$ cat config.mk
export PLATFORM = sky130hd
export DESIGN_NAME = imem_loader
export DESIGN_NICKNAME = d
export VERILOG_FILES = /design/src/rtl/imem_loader.sv
export SDC_FILE = /design/constraint.sdc
export NUM_CORES = 1
export LEC_CHECK = 0
export BUFFER_PORTS_ARGS = -buffer_cell sky130_fd_sc_hd__buf_2
export CORE_UTILIZATION = 57
export DETAILED_ROUTE_END_ITERATION = 10
export PLACE_DENSITY = 0.79
export SLEW_MARGIN = 20
export SYNTH_ARGS = -nofsm -noshare
export SYNTH_HDL_FRONTEND = slang
export SYNTH_SLANG_ARGS = --single-unit
$ cat constraint.sdc
create_clock -name clk -period 3.06 [get_ports clk]
set_clock_uncertainty 0.2 [all_clocks]
set_input_delay 0.306 -clock clk [delete_from_list [all_inputs] [get_ports clk]]
set_output_delay 0.306 -clock clk [all_outputs]
set_load 0.01 [all_outputs]
$ cat src/rtl/imem_loader.sv
`default_nettype none
// ============================================================================
// Module   : imem_loader
// Brief    : Boot-time loader. Takes a byte stream (16-bit big-endian word
//            count, 4*N big-endian data bytes, XOR checksum byte), writes the
//            assembled 32-bit words into the instruction memory and holds the
//            MIPS core in reset until a verified image has been stored.
// Revision : 1.0 - initial release
// ============================================================================
module imem_loader #(
    parameter int ADDR_WIDTH = 8,
    parameter int DEPTH      = 2**ADDR_WIDTH
) (
    input  logic                  clk,
    input  logic                  rst,
    input  logic [7:0]            in_data,
    input  logic                  in_valid,
    output logic                  in_ready,
    output logic                  imem_we,
    output logic [ADDR_WIDTH-1:0] imem_addr,
    output logic [31:0]           imem_wdata,
    output logic                  cpu_rst,
    output logic                  done,
    output logic                  error,
    output logic [15:0]           words_loaded
);

    typedef enum logic [2:0] {
        ST_HDR0 = 3'd0,
        ST_HDR1 = 3'd1,
        ST_DATA = 3'd2,
        ST_CSUM = 3'd3,
        ST_DONE = 3'd4,
        ST_ERR  = 3'd5
    } state_t;

    // One bit wider than the header so that DEPTH = 65536 is representable.
    localparam logic [16:0] c_depth = 17'(DEPTH);

    state_t                  state_q, state_d;
    logic [15:0]             count_q, count_d;         // N from the header
    logic [7:0]              xor_q, xor_d;             // running XOR of accepted bytes
    logic [1:0]              byte_cnt_q, byte_cnt_d;   // byte within current word
    logic [ADDR_WIDTH-1:0]   word_idx_q, word_idx_d;   // index of the word being assembled
    logic [23:0]             shift_q, shift_d;         // first three bytes of the word
    logic                    we_q, we_d;
    logic [ADDR_WIDTH-1:0]   addr_q, addr_d;
    logic [31:0]             wdata_q, wdata_d;
    logic [15:0]             words_loaded_q, words_loaded_d;

    logic                    w_ready;
    logic                    w_accept;
    logic [15:0]             w_hdr_n;

    // Ready depends only on the state; terminal states refuse all input.
    always_comb begin
        w_ready  = (state_q == ST_HDR0) || (state_q == ST_HDR1) ||
                   (state_q == ST_DATA) || (state_q == ST_CSUM);
        w_accept = in_valid && w_ready;
        w_hdr_n  = {count_q[15:8], in_data};
    end

    // Next-state and datapath updates, applied only on an accepted byte.
    always_comb begin
        state_d        = state_q;
        count_d        = count_q;
        xor_d          = xor_q;
        byte_cnt_d     = byte_cnt_q;
        word_idx_d     = word_idx_q;
        shift_d        = shift_q;
        we_d           = 1'b0;
        addr_d         = addr_q;
        wdata_d        = wdata_q;
        words_loaded_d = words_loaded_q;
        if (w_accept) begin
            xor_d = xor_q ^ in_data;
            case (state_q)
                ST_HDR0: begin
                    count_d = {in_data, 8'h00};
                    state_d = ST_HDR1;
                end
                ST_HDR1: begin
                    count_d = w_hdr_n;
                    if ((w_hdr_n == 16'd0) || ({1'b0, w_hdr_n} > c_depth)) begin
                        state_d = ST_ERR;
                    end else begin
                        state_d = ST_DATA;
                    end
                end
                ST_DATA: begin
                    byte_cnt_d = byte_cnt_q + 2'd1;
                    shift_d    = {shift_q[15:0], in_data};
                    if (byte_cnt_q == 2'd3) begin
                        we_d           = 1'b1;
                        addr_d         = word_idx_q;
                        wdata_d        = {shift_q, in_data};
                        words_loaded_d = words_loaded_q + 16'd1;
                        // The index is not advanced past the last word, so
                        // it never wraps even when N equals DEPTH.
                        if (words_loaded_d == count_q) begin
                            state_d = ST_CSUM;
                        end else begin
                            word_idx_d = word_idx_q + ADDR_WIDTH'(1);
                        end
                    end
                end
                ST_CSUM: begin
                    if ((xor_q ^ in_data) == 8'h00) begin
                        state_d = ST_DONE;
                    end else begin
                        state_d = ST_ERR;
                    end
                end
                default: begin
                end
            endcase
        end
    end

    // State and datapath registers with synchronous reset.
    always_ff @(posedge clk) begin
        if (rst) begin
            state_q        <= ST_HDR0;
            count_q        <= 16'd0;
            xor_q          <= 8'h00;
            byte_cnt_q     <= 2'd0;
            word_idx_q     <= '0;
            shift_q        <= 24'd0;
            we_q           <= 1'b0;
            addr_q         <= '0;
            wdata_q        <= 32'd0;
            words_loaded_q <= 16'd0;
        end else begin
            state_q        <= state_d;
            count_q        <= count_d;
            xor_q          <= xor_d;
            byte_cnt_q     <= byte_cnt_d;
            word_idx_q     <= word_idx_d;
            shift_q        <= shift_d;
            we_q           <= we_d;
            addr_q         <= addr_d;
            wdata_q        <= wdata_d;
            words_loaded_q <= words_loaded_d;
        end
    end

    // Status outputs decoded from the state; the core leaves reset only in DONE.
    always_comb begin
        in_ready     = w_ready;
        imem_we      = we_q;
        imem_addr    = addr_q;
        imem_wdata   = wdata_q;
        words_loaded = words_loaded_q;
        done         = (state_q == ST_DONE);
        error        = (state_q == ST_ERR);
        cpu_rst      = (state_q != ST_DONE);
    end

endmodule
`default_nettype wire
* Word level (Yosys, flattened, before mapping)
Cells that the tools add are included.
** Storage, ports and cells
- Flip-flop bits (word level) :: 118
- Input port bits :: 11
** Operators by class
- Bitwise operators :: 5
- Mux-type cells :: 7
- Add/sub/neg operators :: 3
- Magnitude comparators :: 1
- Equal/unequal tests :: 10
- Reductions and logical operators :: 17
** Operators by type and width (number)
- $pmux W16 S2 :: 1
- $add A16 B1 Y16 const B :: 1
- $eq A16 B16 Y1 :: 1
- $gt A16 B9 Y1 const B :: 1
- $logic_not A16 Y1 :: 1
- $pmux W3 S4 :: 1
- $mux W3 :: 3
- $add A8 B1 Y8 const B :: 1
- $logic_not A8 Y1 :: 1
- $reduce_and A4 Y1 :: 2
- $xor A8 B8 Y8 :: 1
- $eq A3 B2 Y1 const B :: 2
- $eq A3 B3 Y1 const B :: 2
- $reduce_and A3 Y1 :: 2
- $logic_or A1 B1 Y1 :: 4
- $ne A2 B1 Y1 const B :: 2
- $not A1 Y1 :: 4
- $reduce_and A2 Y1 :: 2
- $reduce_bool A4 Y1 :: 1
- $eq A3 B1 Y1 const B :: 1
- $logic_not A3 Y1 :: 1
- $ne A3 B3 Y1 const B :: 1
- $reduce_or A3 Y1 :: 1
- $add A2 B1 Y2 const B :: 1
- 4 further kinds :: 5

* Longest topological paths before layout
Gate-level depths: netlist of the first run.
- Depth in word-level cells :: 7
- Depth in mapped cells :: 10

* Least setup slack after synthesis of the first run
No wires, ideal clock.
- Path kind :: register to register
- Start point :: reg words_loaded_q[0], in the netlist words_loaded[0]
- End point :: reg word_idx_q[5]
- Required time :: 2.739 ns
- Setup slack :: 0.154 ns
- Period minus slack after synthesis :: 2.906 ns
- Data arrival time :: 2.585 ns
- Setup time :: 0.121 ns
- Stages on the path, launching flop included :: 11
- Cell sequence :: dfxtp_1 ha_1 nand3_1 buf_2 a2111oi_0 a21oi_1 or4_4 nor4_4 buf_6 nor4_1 mux2_4
** On the way
- Cells in the longest elaborated chain, start to end :: 4
** Ends and longest elaborated chain
- start: declaration :: RTL line 49 : logic [15:0] words_loaded_q, words_loaded_d;
- start signal: assignment :: RTL line 143 : words_loaded_q <= words_loaded_d;
- $add A16 B1 Y16 :: RTL line 97 : words_loaded_d = words_loaded_q + 16'd1;
- $eq A16 B16 Y1 :: RTL line 100 : if (words_loaded_d == count_q) begin
- $not A1 Y1 (no line)
- $reduce_and A4 Y1 (no line)
- end signal: assignment :: RTL line 138 : word_idx_q <= word_idx_d;
- end: declaration :: RTL line 44 : logic [ADDR_WIDTH-1:0] word_idx_q, word_idx_d;
Every way passes these cells.
A chain may end at the register's enable or synchronous reset.

* Worst setup path in the final report of the first run
- Start point :: reg words_loaded_q[2], in the netlist words_loaded[2]
- End point :: reg word_idx_q[2]
The elaborated chain is that of the path after synthesis.

==> impl.org, run 1 <==
** Outcome
- The run finished with clean final reports.

** Clock tree
- Clock Tree Root :: sky130_fd_sc_hd__clkbuf_8
- Worst-Skew Late Latency :: approximately 500 ps
- Number of clock sinks seen by CTS :: about 120
- Clock tree from TritonCTS :: done
- The H-tree was split into 4 levels.
- Post-CTS timing repair inserted 0 buffers for setup.
- Buffers inserted during clock tree synthesis total 17.
- The clock passes through at most 2 buffers.
- Clock-pin slew on the worst setup and hold paths :: around 60 ps

** Detailed routing
- Wirelength per Cell :: roughly 15 um
- Wires add up to 12.2 mm.
- Detailed routing inserted a total of approximately 4600 vias.
- For this run, design rule violations remaining after detail routing come to 0.
- Number of DRC markers in iteration 0 :: between 300 and 400
- Detailed-routing iteration count for the pre-antenna-repair pass :: 5
- Post-route ant nets :: 0
- Post-detailed-route via-to-cell ratio :: roughly 5.6

** GRT
- The number of antenna violations at the first check in global routing came to 0.
- Vias in the first global route :: about 4500
- Gr usage total :: 0.269
- Global routing finished with a remaining overflow of 0.
- Wire length of the first global-routing pass :: approximately 21 mm
- Pin count of the biggest net entering global routing :: 89

** Logic synthesis
- Yosys cell types :: 50
- A synthesized cell averages 7.97 sq um.
- Summed over all instances, the cell type with the most area after synthesis is sky130_fd_sc_hd__dfxtp_1.
- Synthesized area :: approximately 5000 sq um
- The share of synthesized area in the top cell type comes to 0.462.
- Area contributors post-synth :: sky130_fd_sc_hd__dfxtp_1 46%, sky130_fd_sc_hd__nand2_1 13%, sky130_fd_sc_hd__a21oi_1 9.3%
- The number of nets handed over by synthesis was 656.
- In this run, synthesis inferred 0 flip-flops with an integrated enable.
- Gate Count Post-Synth :: roughly 640
- The share of the Yosys chip area taken by registers is 0.462.
- In the synthesized netlist the dominant register cell turns out to be sky130_fd_sc_hd__dfxtp_1.
- Counting flops with an async set or reset pin after synthesis yields a share of 0.
- In this run, synthesis produced a sequential element count of ~120.
- Yosys printed 0 warnings.

** Worst setup path
- The startpoint identified for the worst register-to-register timing path is words_loaded[2].
- For the worst setup path, the data arrival time is between 3000 and 4000 ps.
- In this design, the largest share of critical-path delay is due to simple AND/OR/NAND/NOR gates.
- Worst Path Max Fanout :: 12
- The worst register-to-register path has a depth of 8.
- Together, buffers and inverters on the worst path number 1.
- In this run the critical register-to-register path is captured at word_idx_q[2].
- Crit path largest cell delay :: a little under 500 ps
- The largest individual stage delay along the critical path comes from the cell sky130_fd_sc_hd__dfxtp_1.
- STA classifies the critical path startpoint as a flip-flop.
- The critical path goes through nand4_4 > or3_4 > a2111oi_4 > o2111ai_1 > nor4_4 > buf_4 > nor4b_1 > mux2_1.
- Setup slack on the worst reg-to-reg path comes out at around 160 ps.
- At the worst endpoint, the required time is ~3300 ps.
- Path type of the worst setup path :: flip-flop to flip-flop
- Type of element capturing the critical path :: flip-flop

** Min path
- Hold Path Stages :: 2
- Hold path startpoint :: rst
- Hold EP :: xor_q[0]
- The worst hold path belongs to the class input port to flip-flop.

** Power
- Peak supply drop :: ~0.00035 V
- Leakage power :: between 2 and 2.5 nW
- In this run the power density over the cells is 596 nW/um^2.

** Floorplanning
- In this run the core area contains 34 standard-cell rows.
- Floorplan die width :: between 90 and 100 um
- The core region is about 8700 sq um.
- I/O pins :: between 70 and 80
- Starting density of the core :: 0.587
- The die covers about 9400 sq um.
- Height of the chip :: between 90 and 100 um

** Placement
- Detailed placement ended at an HPWL of 7.95 mm.
- Routability Congestion :: 0.898
- Once placement completed, the tool counted placed cells totaling between 700 and 800.
- Number of buffers added on ports :: a little over 70

** Layout
- Compared with the post-synthesis result, the final layout area differs by 20.6%.
- Share of cells above drive strength 1 :: 0.188
- After the last flow step, the layout net total stands at approximately 700.
- The repair_antennas step left the layout with diodes totalling 0.
- Once layout is complete, the cells apart from fillers number ~830.

** Timing
- Final setup vio count :: 0
- Final period utilization :: 0.948
- Setup repair after global routing left no endpoint under its margin.
- Max Fclk :: 0.345 GHz
- Least-Margin Pin Slew :: between 800 and 900 ps
- Count of final hold-check violations :: 0
- Final TNS setup :: 0 ps
- Subtracting the final worst setup slack from the clock period gives just under 3000 ps.
- Headroom to the max-slew limit :: 0.429
- Number of pins with negative max-slew slack in the final report :: 0

** Run
- The tool flagged a number of max-cap violations equal to 0.
-- cell usage after synthesis (2+ instances only) --
library cell / number
sky130_fd_sc_hd__nand2_1: 176
sky130_fd_sc_hd__dfxtp_1: 118
sky130_fd_sc_hd__a21oi_1: 95
sky130_fd_sc_hd__nor2_1: 36
sky130_fd_sc_hd__clkbuf_1: 34
sky130_fd_sc_hd__xnor2_1: 25
sky130_fd_sc_hd__xor2_1: 24
sky130_fd_sc_hd__nand3_1: 20
sky130_fd_sc_hd__nor4_1: 12
sky130_fd_sc_hd__or3_1: 10
sky130_fd_sc_hd__buf_1: 8
sky130_fd_sc_hd__nor3_1: 7
sky130_fd_sc_hd__o21ai_0: 7
sky130_fd_sc_hd__buf_2: 6
sky130_fd_sc_hd__inv_1: 6
sky130_fd_sc_hd__nand4_1: 6
sky130_fd_sc_hd__nor2b_1: 5
sky130_fd_sc_hd__nand2b_1: 4
sky130_fd_sc_hd__ha_1: 3
sky130_fd_sc_hd__mux2_4: 3
sky130_fd_sc_hd__a41oi_1: 2
sky130_fd_sc_hd__and2_1: 2
sky130_fd_sc_hd__and4_1: 2
sky130_fd_sc_hd__mux2_1: 2
sky130_fd_sc_hd__nor4_2: 2
sky130_fd_sc_hd__o21ai_1: 2
sky130_fd_sc_hd__or2_2: 2
-- per-stage QoR --
step                      power [W]  utilization  hold WS (ps)  setup slack, ps  instance area, sq um
after CTS                   0.00368        0.707           175              107                  6160
after global routing        0.00379        0.708           217             12.9                  6170
after global placement      0.00184        0.634           241              227                  5530
after detailed placement    0.00184        0.634           245              160                  5530
after floorplan             0.00179            -           232              154                  5120
final                       0.00368        0.708           189              160                  6170
-- layout by cell type, fill, tap and decap left out, drive strengths merged, types with 3 or more instances in the layout --
cell,Yosys,routed
clkbuf,34,17
nor2b,5,5
xnor2,25,25
mux2,5,5
dfxtp,118,118
xor2,24,24
nand2,176,176
or3,11,11
nand2b,4,4
inv,6,13
clkinv,0,4
nor3,7,7
nor4,15,15
nand3,20,20
clkinvlp,0,3
ha,3,3
buf,15,86
a21oi,95,95
nor2,37,37
o21ai,9,9
nand4,8,8
dlygate4sd3,0,8
-- worst register-to-register path, stage by stage, from the launching register on --
cell and delay (ps):
sky130_fd_sc_hd__dfxtp_1 490, sky130_fd_sc_hd__nand4_4 220, sky130_fd_sc_hd__or3_4 430, sky130_fd_sc_hd__a2111oi_4 370, sky130_fd_sc_hd__o2111ai_1 220, sky130_fd_sc_hd__nor4_4 240, sky130_fd_sc_hd__buf_4 220, sky130_fd_sc_hd__nor4b_1 90
sky130_fd_sc_hd__mux2_1 310
-- timing repair --
item                                   in CTS  in global routing
resized for setup                           0                  3
setup endpoints to repair                   0                  9
hold buffers                                8                  0
endpoints found under the hold margin      32                  0
-- worst max path at each step --
| stage | from | endpoint | slack (ps) | depth (start not counted) |
|---|---|---|---|---|
| after floorplan | words_loaded[0] | word_idx_q[5] | 150 | 10 |
| after global placement | words_loaded[0] | word_idx_q[2] | 230 | 9 |
| after detailed placement | words_loaded[0] | word_idx_q[2] | 160 | 9 |
| after CTS | words_loaded[0] | word_idx_q[2] | 110 | 9 |
| after global routing | words_loaded[0] | word_idx_q[2] | 10 | 9 |
| final | words_loaded[2] | word_idx_q[2] | 160 | 8 |
-- power by group --
| group | switching [W] | internal (W) |
|---|---|---|
| sequential | 0.0000353 | 0.00157 |
| combinational | 0.000135 | 0.0000846 |
| clock | 0.000759 | 0.00109 |
-- logic make-up after synthesis --
logic type	Yosys count	synth area share
AO/OA/AOI/OAI	115	0.123
XOR/XNOR	49	0.0839
adder cells (fa/ha/maj)	3	0.00734
buffers and inverters	55	0.0433
flip-flops	118	0.462
multiplexers	5	0.0132
AND/OR/NAND/NOR	297	0.268
-- layout make-up --
cell class | count | area (sq um)
repair buffers | 94 | 551
clock inverters | 15 | 144
multi-input cells | 469 | 2540
clock buffers | 17 | 414
inverters | 6 | 22.5
flip-flops and latches | 118 | 2360
well taps | 108 | 135
fillers | 671 | 2550
-- routing by layer --
| layer | track usage | share of wire | vias up |
|---|---|---|---|
| met5 | 0 | 0 | - |
| met4 | 0.0976 | 0.018 | 0 |
| met3 | 0.0578 | 0.048 | 24 |
| met2 | 0.459 | 0.50 | 135 |
| met1 | 0.333 | 0.43 | 2212 |
| li1 | - | - | 2272 |
-- flip-flops by register name, indices dropped and copies added (netlist names) --
register      count
state_q           3
imem_we           1
shift_q          24
byte_cnt_q        2
word_idx_q        8
imem_addr         8
xor_q             8
count_q          16
words_loaded     16
imem_wdata       32
(Power assumes the default switching activity.)
==> run 2: changes to the inputs <==
--- a/config.mk
+++ b/config.mk
@@ -9,6 +9,7 @@
 export CORE_UTILIZATION = 57
 export DETAILED_ROUTE_END_ITERATION = 10
 export PLACE_DENSITY = 0.79
+export REMOVE_ABC_BUFFERS = 1
 export SLEW_MARGIN = 20
 export SYNTH_ARGS = -nofsm -noshare
 export SYNTH_HDL_FRONTEND = slang
==> run 2 against run 1 <==
Clock-buffer cell count did not move. Largest power group unchanged. Worst setup slack got worse by 43 ps. Sequential share of layout area is the same. Global-route usage down 0.34 points. Highest routed layer unchanged. Largest cell class unchanged. First-iteration DRC count is 13% lower. Final cell count down 0.48%. Combinational power hardly changed. Maximum frequency decreased by 1.5%. Hold slack worse by 70 ps. Critical path depth up 1.
==> impl.org, run 2 (same netlist as run 1, synthesis figures left out) <==
** Outcome
- Status: finished, final reports clean (unchanged).

** Min path
- The class of the most critical hold timing path was input port to flip-flop (unchanged).

** Detailed routing
- The average wire per standard cell was 14.5 um (was 14.7 um).
- Post-route ant nets :: 0 (unchanged)
- Number of remaining DRC errors :: 0 (unchanged)
- The iteration-0 DRC count of the detailed router came to 298 (was 342).
- Detailed-routing iteration count for the pre-antenna-repair pass :: 5 (unchanged)
- The number of vias per cell after detailed routing was 5.63 (was 5.61).
- The aggregate routed wire length was 11.9 mm (was 12.2 mm).
- Total via count in the routed design :: 4632 (was 4643)

** Placement
- The total cell area at the placement stage was 5510 sq um (was 5530 sq um).
- Routability Congestion :: 0.839 (was 0.898)
- Number of buffers added on ports :: 71 (unchanged)
- Detailed-placement wirelength estimate :: 7.72 mm (was 7.95 mm)

** Layout
- Most used cells in the layout excluding fill and tap cells: 175 x sky130_fd_sc_hd__nand2_1, 117 x sky130_fd_sc_hd__dfxtp_1, 95 x sky130_fd_sc_hd__a21oi_1 (unchanged).
- The fraction of final layout cells sized beyond drive strength 1 is 0.183 (was 0.188).
- The antenna diode count came to 0 (unchanged).
- The net count of the finished layout is 716 (was 720).
- The post-route standard cell area excluding fillers was 6170 sq um (unchanged).
- Layout overhead on the synthesized area :: 20.6% (unchanged)
- Max FFs per register :: 32 (unchanged)
- Most common cell after layout, fill and taps aside :: sky130_fd_sc_hd__nand2_1 (unchanged)

** Worst setup path
- Crit start category :: flip-flop (unchanged)
- Path type of the worst setup path :: flip-flop to flip-flop (unchanged)
- Arrival time at the worst endpoint :: 3150 ps (was 3090 ps)
- The type of element capturing the critical path is a flip-flop (unchanged).
- Worst Path Max Fanout :: 12 (unchanged)
- The longest individual stage delay on the worst path came to 540 ps (was 490 ps).
- Req. time, crit path :: 3270 ps (was 3250 ps)
- CP max stage cell :: sky130_fd_sc_hd__or4_4 (was sky130_fd_sc_hd__dfxtp_1)
- Worst path cell trace :: ha_1 > nand3_1 > a2111oi_0 > a21oi_1 > or4_4 > nor4_4 > buf_4 > nor2_1 > mux2_4 (was nand4_4 > or3_4 > a2111oi_4 > o2111ai_1 > nor4_4 > buf_4 > nor4b_1 > mux2_1)

** GRT
- The first-pass GRT wire length is 20.3 mm (was 20.8 mm).
- The largest net degree at the start of global routing came to 72 (was 89).
- Vias in the first global route :: 4421 (was 4460)
- Antenna violations before repair :: 0 (unchanged)
- The global-route total usage across every layer came to 0.266 (was 0.269).
- The residual overflow from global routing came to 0 (unchanged).

** Clock tree
- Worst-Skew Late Latency :: 520 ps (was 510 ps)
- The TritonCTS sink count was 118 (unchanged).
- The maximum clock path buffer count came to 2 (unchanged).
- The number of buffers added by the clock tree synthesis step is 17 (unchanged).
- Clock tree from TritonCTS :: done (unchanged)
- Clock Tree Root :: sky130_fd_sc_hd__clkbuf_8 (unchanged)
- The clock-pin slew of the registers on the worst-case setup and hold paths was 60 ps (about the same).
- H-tree depth :: 4 (unchanged)

** Timing
- Final period utilization :: 0.962 (was 0.948)
- Final setup vio count :: 0 (unchanged)
- The number of max-slew violations in the final report came to 0 (unchanged).
- Unrepaired setup endpoints after global routing: false (unchanged).
- Count of final hold-check violations :: 0 (unchanged)
- The worst slew margin relative to its limit came to 0.514 (was 0.429).
- Time the final worst path needs with I/O delays and setup :: 2940 ps (was 2900 ps)
- Least-Margin Pin Slew :: 729 ps (was 856 ps)
- Max Fclk :: 0.340 GHz (was 0.345 GHz)
- The final hold slack is 119 ps (was 189 ps).

** Power
- The maximum ir drop on the vdd rail came to 0.000506 V (was 0.000354 V).
- The leakage dissipation was 2.37 nW (about the same).
- Cell area power density :: 611 nW/um^2 (was 596 nW/um^2)

** Floorplanning
- The initial standard-cell utilization of the core came to 0.587 (unchanged).
- I/O pins :: 72 (unchanged)
- The area of the die was 9360 sq um (unchanged).
- The number of standard-cell rows in the floorplan was 34 (unchanged).
- The core region area was 8720 sq um (unchanged).
- The die extent in y came to 96.7 um (unchanged).
- The die outline width is 96.7 um (unchanged).

** Run
- Number of violations of the max-capacitance limit :: 0 (unchanged)
==> run 2: cell count changes in the layout (fill, tap and decap cells not counted) <==
cell,before,now
sky130_fd_sc_hd__bufinv_16,1,2
sky130_fd_sc_hd__a2111oi_1,1,0
sky130_fd_sc_hd__buf_4,16,11
sky130_fd_sc_hd__nand3_1,19,20
sky130_fd_sc_hd__a2111oi_0,0,1
sky130_fd_sc_hd__buf_12,0,1
sky130_fd_sc_hd__clkinvlp_4,3,2
sky130_fd_sc_hd__clkinv_4,2,3
sky130_fd_sc_hd__and2_2,0,1
sky130_fd_sc_hd__and2_1,2,1
sky130_fd_sc_hd__nand3_2,1,0
sky130_fd_sc_hd__inv_6,6,5
==> run 2: path summary, 6_finish.rpt <==
path / slack [ps] / endpoint / cells after the start / start
max: 120 / word_idx_q[0] / 9 / words_loaded[0]
min: 120 / xor_q[5] / 2 / rst
max reg2reg: 120 / word_idx_q[0] / 9 / words_loaded[0]
min reg2reg: 250 / imem_wdata[27] / 2 / imem_wdata[27]
==> run 2: repair_timing <==
action	CTS	global route
resized for setup	0	1
hold endpoints to repair	35	0
buffers inserted	0	0
setup endpoints to repair	0	3
hold buffers	8	0
==> run 2: cell type report <==
type                            count  area, sq um
Tap cell                          108          135
Multi-Input combinational cell    469         2540
Timing Repair Buffer               90          533
Clock inverter                     15          166
Sequential cell                   118         2360
Inverter                            6         22.5
Clock buffer                       17          414
Fill cell                         674         2550
==> run 2: layer usage <==
layer | part of all wire | global-route usage | vias up
met1 | 0.43 | 0.325 | 2212
met4 | 0.030 | 0.142 | 0
met3 | 0.046 | 0.0564 | 38
met2 | 0.50 | 0.437 | 122
li1 | - | - | 2260
met5 | 0 | 0 | -
==> run 2: worst max-delay path, delay by kind of cell, from the launching register on <==
| family | cells | cell delay (ps) |
|---|---|---|
| AND/OR/NAND/NOR | 4 | 1040 |
| AO/OA/AOI/OAI | 2 | 430 |
| flip-flops | 1 | 340 |
| multiplexers | 1 | 310 |
| adder cells (fa/ha/maj) | 1 | 280 |
| buffers and inverters | 1 | 230 |
==> run 2: through the flow <==
stage                     cells  utilization  worst slack [ps]  power (W)  TNS (ps)
after floorplan             593            -              -434    0.00176     -2090
after global placement      783        0.632               234    0.00184         0
after detailed placement    783        0.632               150    0.00184         0
after CTS                   823        0.707               118    0.00379         0
after global routing        823        0.708              7.08    0.00389         0
final                       823        0.708               117    0.00377         0
==> run 2: where the power goes <==
group	leakage, nW	switching [W]	internal (W)	total [W]
sequential	0.954	0.0000373	0.00157	0.00160
combinational	1.13	0.000133	0.0000844	0.000217
clock	0.282	0.000770	0.00118	0.00195
total	2.37	0.000940	0.00283	0.00377
==> run 3: changes to the inputs <==
--- a/config.mk
+++ b/config.mk
@@ -8,7 +8,7 @@
 export BUFFER_PORTS_ARGS = -buffer_cell sky130_fd_sc_hd__buf_2
 export CORE_UTILIZATION = 57
 export DETAILED_ROUTE_END_ITERATION = 10
-export PLACE_DENSITY = 0.79
+export PLACE_DENSITY_LB_ADDON = 0.2
 export REMOVE_ABC_BUFFERS = 1
 export SLEW_MARGIN = 20
 export SYNTH_ARGS = -nofsm -noshare
==> run 3 against run 2 <==
Via count fell by 0.73%. Flip-flop and latch count is the same. Clock-buffer cell count is 1 higher. Hold slack improved by 52 ps. Clock power is 4% lower. Register-to-register slack improved by 40 ps. Maximum frequency is 1.3% higher. Final cell count is the same. Critical path depth is the same. Core utilization decreased by 0.16 points. First-iteration DRC count is 3.0% lower. Largest cell class unchanged. Highest routed layer unchanged.
==> impl.org, run 3 (same netlist as run 1, synthesis figures left out) <==
** Timing
- The measured slew at the worst slew-check pin is 869 ps (was 729 ps).
- The total negative setup slack was 0 ps (unchanged).
- The post-route minimum period was 2900 ps (was 2940 ps).
- The final count of hold timing violations came to 0 (unchanged).
- Max Fclk :: 0.344 GHz (was 0.340 GHz)
- Least setup slack across all paths after layout :: 156 ps (was 117 ps)
- Final setup vio count :: 0 (unchanged)
- The worst slew margin relative to its limit is 0.421 (was 0.514).
- The number of max-slew violations in the final report came to 0 (unchanged).
- The fraction of the cycle the final worst path needs was 0.949 (was 0.962).

** Worst setup path
- Crit start category :: flip-flop (unchanged)
- The number of cells on the worst reg-to-reg path is 9 (unchanged).
- Terminus of the critical flop-to-flop path :: word_idx_q[2] (was word_idx_q[0])
- Beginning of the worst register-to-register path :: words_loaded[1] (was words_loaded[0])
- The type of element capturing the critical path was a flip-flop (unchanged).
- Worst Path Max Fanout :: 12 (unchanged)
- The worst path required time is 3260 ps (was 3270 ps).
- CP max stage cell :: sky130_fd_sc_hd__mux2_1 (was sky130_fd_sc_hd__or4_4)
- Arrival time at the worst endpoint :: 3110 ps (was 3150 ps)
- The setup slack on the worst flop-to-flop path is 160 ps (was 120 ps).
- Crit path largest cell delay :: 360 ps (was 540 ps)
- Worst path cell trace :: ha_1 > nand3_2 > nor3_1 > xnor2_1 > o22ai_1 > nor4_4 > buf_4 > nor4b_1 > mux2_1 (was ha_1 > nand3_1 > a2111oi_0 > a21oi_1 > or4_4 > nor4_4 > buf_4 > nor2_1 > mux2_4)
- The category of the critical setup timing path is flip-flop to flip-flop (unchanged).

** GRT
- Vias in the first global route :: 4239 (was 4421)
- The number of antenna violations at the first check in global routing is 0 (unchanged).
- The met3 usage in global routing is 0.0650 (was 0.0564).
- The met1 demand-to-capacity share in global routing is 0.322 (was 0.325).
- Wire length of the first global-routing pass :: 19.8 mm (was 20.3 mm)
- Busiest layer in global routing :: met2 (unchanged)
- Total overflow reported by the global router :: 0 (unchanged)
- The global-route track usage on met2 is 0.431 (was 0.437).
- The global-route total usage across every layer is 0.258 (was 0.266).
- Pin count of the biggest net entering global routing :: 89 (was 72)

** Layout
- Number of nets at the end of the flow :: 716 (unchanged)
- Fin cells :: 823 (unchanged)
- The most common cell after layout, fill and taps aside is sky130_fd_sc_hd__nand2_1 (unchanged).
- Max FFs per register :: 32 (unchanged)
- The growth of design area from synthesis to finish was 20.3% (was 20.6%).
- The fraction of final layout cells sized beyond drive strength 1 was 0.189 (was 0.183).
- The antenna diode count came to 0 (unchanged).
- Finished Cell Area :: 6160 sq um (was 6170 sq um)
- Most used cells in the layout excluding fill and tap cells: 175 x sky130_fd_sc_hd__nand2_1, 115 x sky130_fd_sc_hd__dfxtp_1, 95 x sky130_fd_sc_hd__a21oi_1 (was 175 x sky130_fd_sc_hd__nand2_1, 117 x sky130_fd_sc_hd__dfxtp_1, 95 x sky130_fd_sc_hd__a21oi_1).

** Placement
- The global placer's final weighted congestion was 0.830 (was 0.839).
- Setup WS pre-CTS :: 0.752 ps (was 150 ps)
- The number of buffers inserted by port buffering is 71 (unchanged).
- Detailed-placement wirelength estimate :: 7.48 mm (was 7.72 mm)
- Number of placed instances, taps included :: 783 (unchanged)
- Instance area at placement :: 5500 sq um (was 5510 sq um)

** Detailed routing
- Routed Wire Length :: 11.8 mm (was 11.9 mm)
- The number of vias after detailed routing came to 4598 (was 4632).
- Detailed-routing iteration count for the pre-antenna-repair pass :: 5 (unchanged)
- The iteration-0 DRC count of the detailed router was 289 (was 298).
- The number of vias per cell after detailed routing was 5.59 (was 5.63).
- The number of remaining DRC errors came to 0 (unchanged).
- The remaining antenna violation count came to 0 (unchanged).
- The average wire per standard cell is 14.3 um (was 14.5 um).

** Floorplanning
- Core outline area :: 8720 sq um (unchanged)
- The initial standard-cell utilization of the core came to 0.587 (unchanged).
- The die outline width is 96.7 um (unchanged).
- The number of standard-cell rows in the floorplan came to 34 (unchanged).
- Area of the die :: 9360 sq um (unchanged)
- I/O pins :: 72 (unchanged)
- Height of the chip :: 96.7 um (unchanged)

** Min path
- The hold path startpoint is rst (unchanged).
- Hold Path Stages :: 2 (unchanged)
- Hold crit path type :: input port to flip-flop (unchanged)
- The sink of the worst hold path is byte_cnt_q[0] (was xor_q[5]).

** Power
- Cell area power density :: 600 nW/um^2 (was 611 nW/um^2)
- Total power :: 0.00370 W (was 0.00377 W)
- The leakage dissipation is 2.34 nW (was 2.37 nW).
- The maximum ir drop on the vdd rail is 0.000359 V (was 0.000506 V).

** Clock tree
- Clock-pin slew on the worst setup and hold paths :: 60 ps (about the same)
- Inserted Clock Buffers :: 17 (unchanged)
- Worst-Skew Late Latency :: 530 ps (was 520 ps)
- The number of setup buffers added after CTS came to 0 (unchanged).
- Clock Tree Root :: sky130_fd_sc_hd__clkbuf_8 (unchanged)
- The number of H-tree levels is 4 (unchanged).
- Clock Path Buffers :: 2 (unchanged)
- The clock tree from TritonCTS is done (unchanged).
- Number of clock sinks seen by CTS :: 118 (unchanged)

** Run
- The number of max-cap violations is 0 (unchanged).

** Outcome
- Status: finished, final reports clean (unchanged).
==> run 3: worst max-delay path: cells and delay by family, from the launching register on <==
kind                       cells  cell delay, ps
buffers and inverters          1             190
muxes                          1             360
adders and majority gates      1             270
AOI/OAI and AO/OA              1             280
DFF                            1             340
xor gates and xnor gates       1             100
and+or+nand+nor                4            1030
==> run 3: cell type report <==
class / count / area (sq um)
repair buffers: 90 / 520
clock buffers: 18 / 418
inverters: 6 / 22.5
well taps: 108 / 135
fillers: 720 / 2560
flip-flops and latches: 118 / 2370
clock inverters: 14 / 141
multi-input cells: 469 / 2550
==> run 3: how the worst max path moves through the flow <==
stage / start / to / slack [ps]
global placement: words_loaded[0] / word_idx_q[2] / 120
finish: words_loaded[1] / word_idx_q[2] / 160
floorplan: state_q[0] / word_idx_q[6] / -430
global route: words_loaded[1] / word_idx_q[2] / -10
detailed placement: words_loaded[0] / word_idx_q[2] / 0.8
CTS: words_loaded[4] / word_idx_q[2] / 70
==> run 3: stage by stage <==
| stage | utilization | hold slack [ps] |
|---|---|---|
| final | 0.706 | 171 |
| after global routing | 0.706 | 191 |
| after detailed placement | 0.630 | 244 |
| after CTS | 0.704 | 166 |
| after global placement | 0.630 | 239 |
| after floorplan | - | 175 |
==> run 3: metal layers <==
layer  share of wire  wire [um]
met5               0          0
met4           0.010        119
met3           0.046        537
met2            0.49       5800
met1            0.45       5300
==> run 3: repair_timing <==
| item | 4_1_cts | 5_1_grt |
|---|---|---|
| setup endpoints to repair | 4 | 6 |
| hold buffers | 8 | 0 |
| hold endpoints to repair | 37 | 0 |
| resized for setup | 1 | 6 |
==> run 3: power by group <==
| part | switching (W) | internal, W | total, W |
|---|---|---|---|
| clock network | 0.000780 | 0.00110 | 0.00188 |
| logic | 0.000133 | 0.0000835 | 0.000216 |
| registers | 0.0000371 | 0.00157 | 0.00160 |
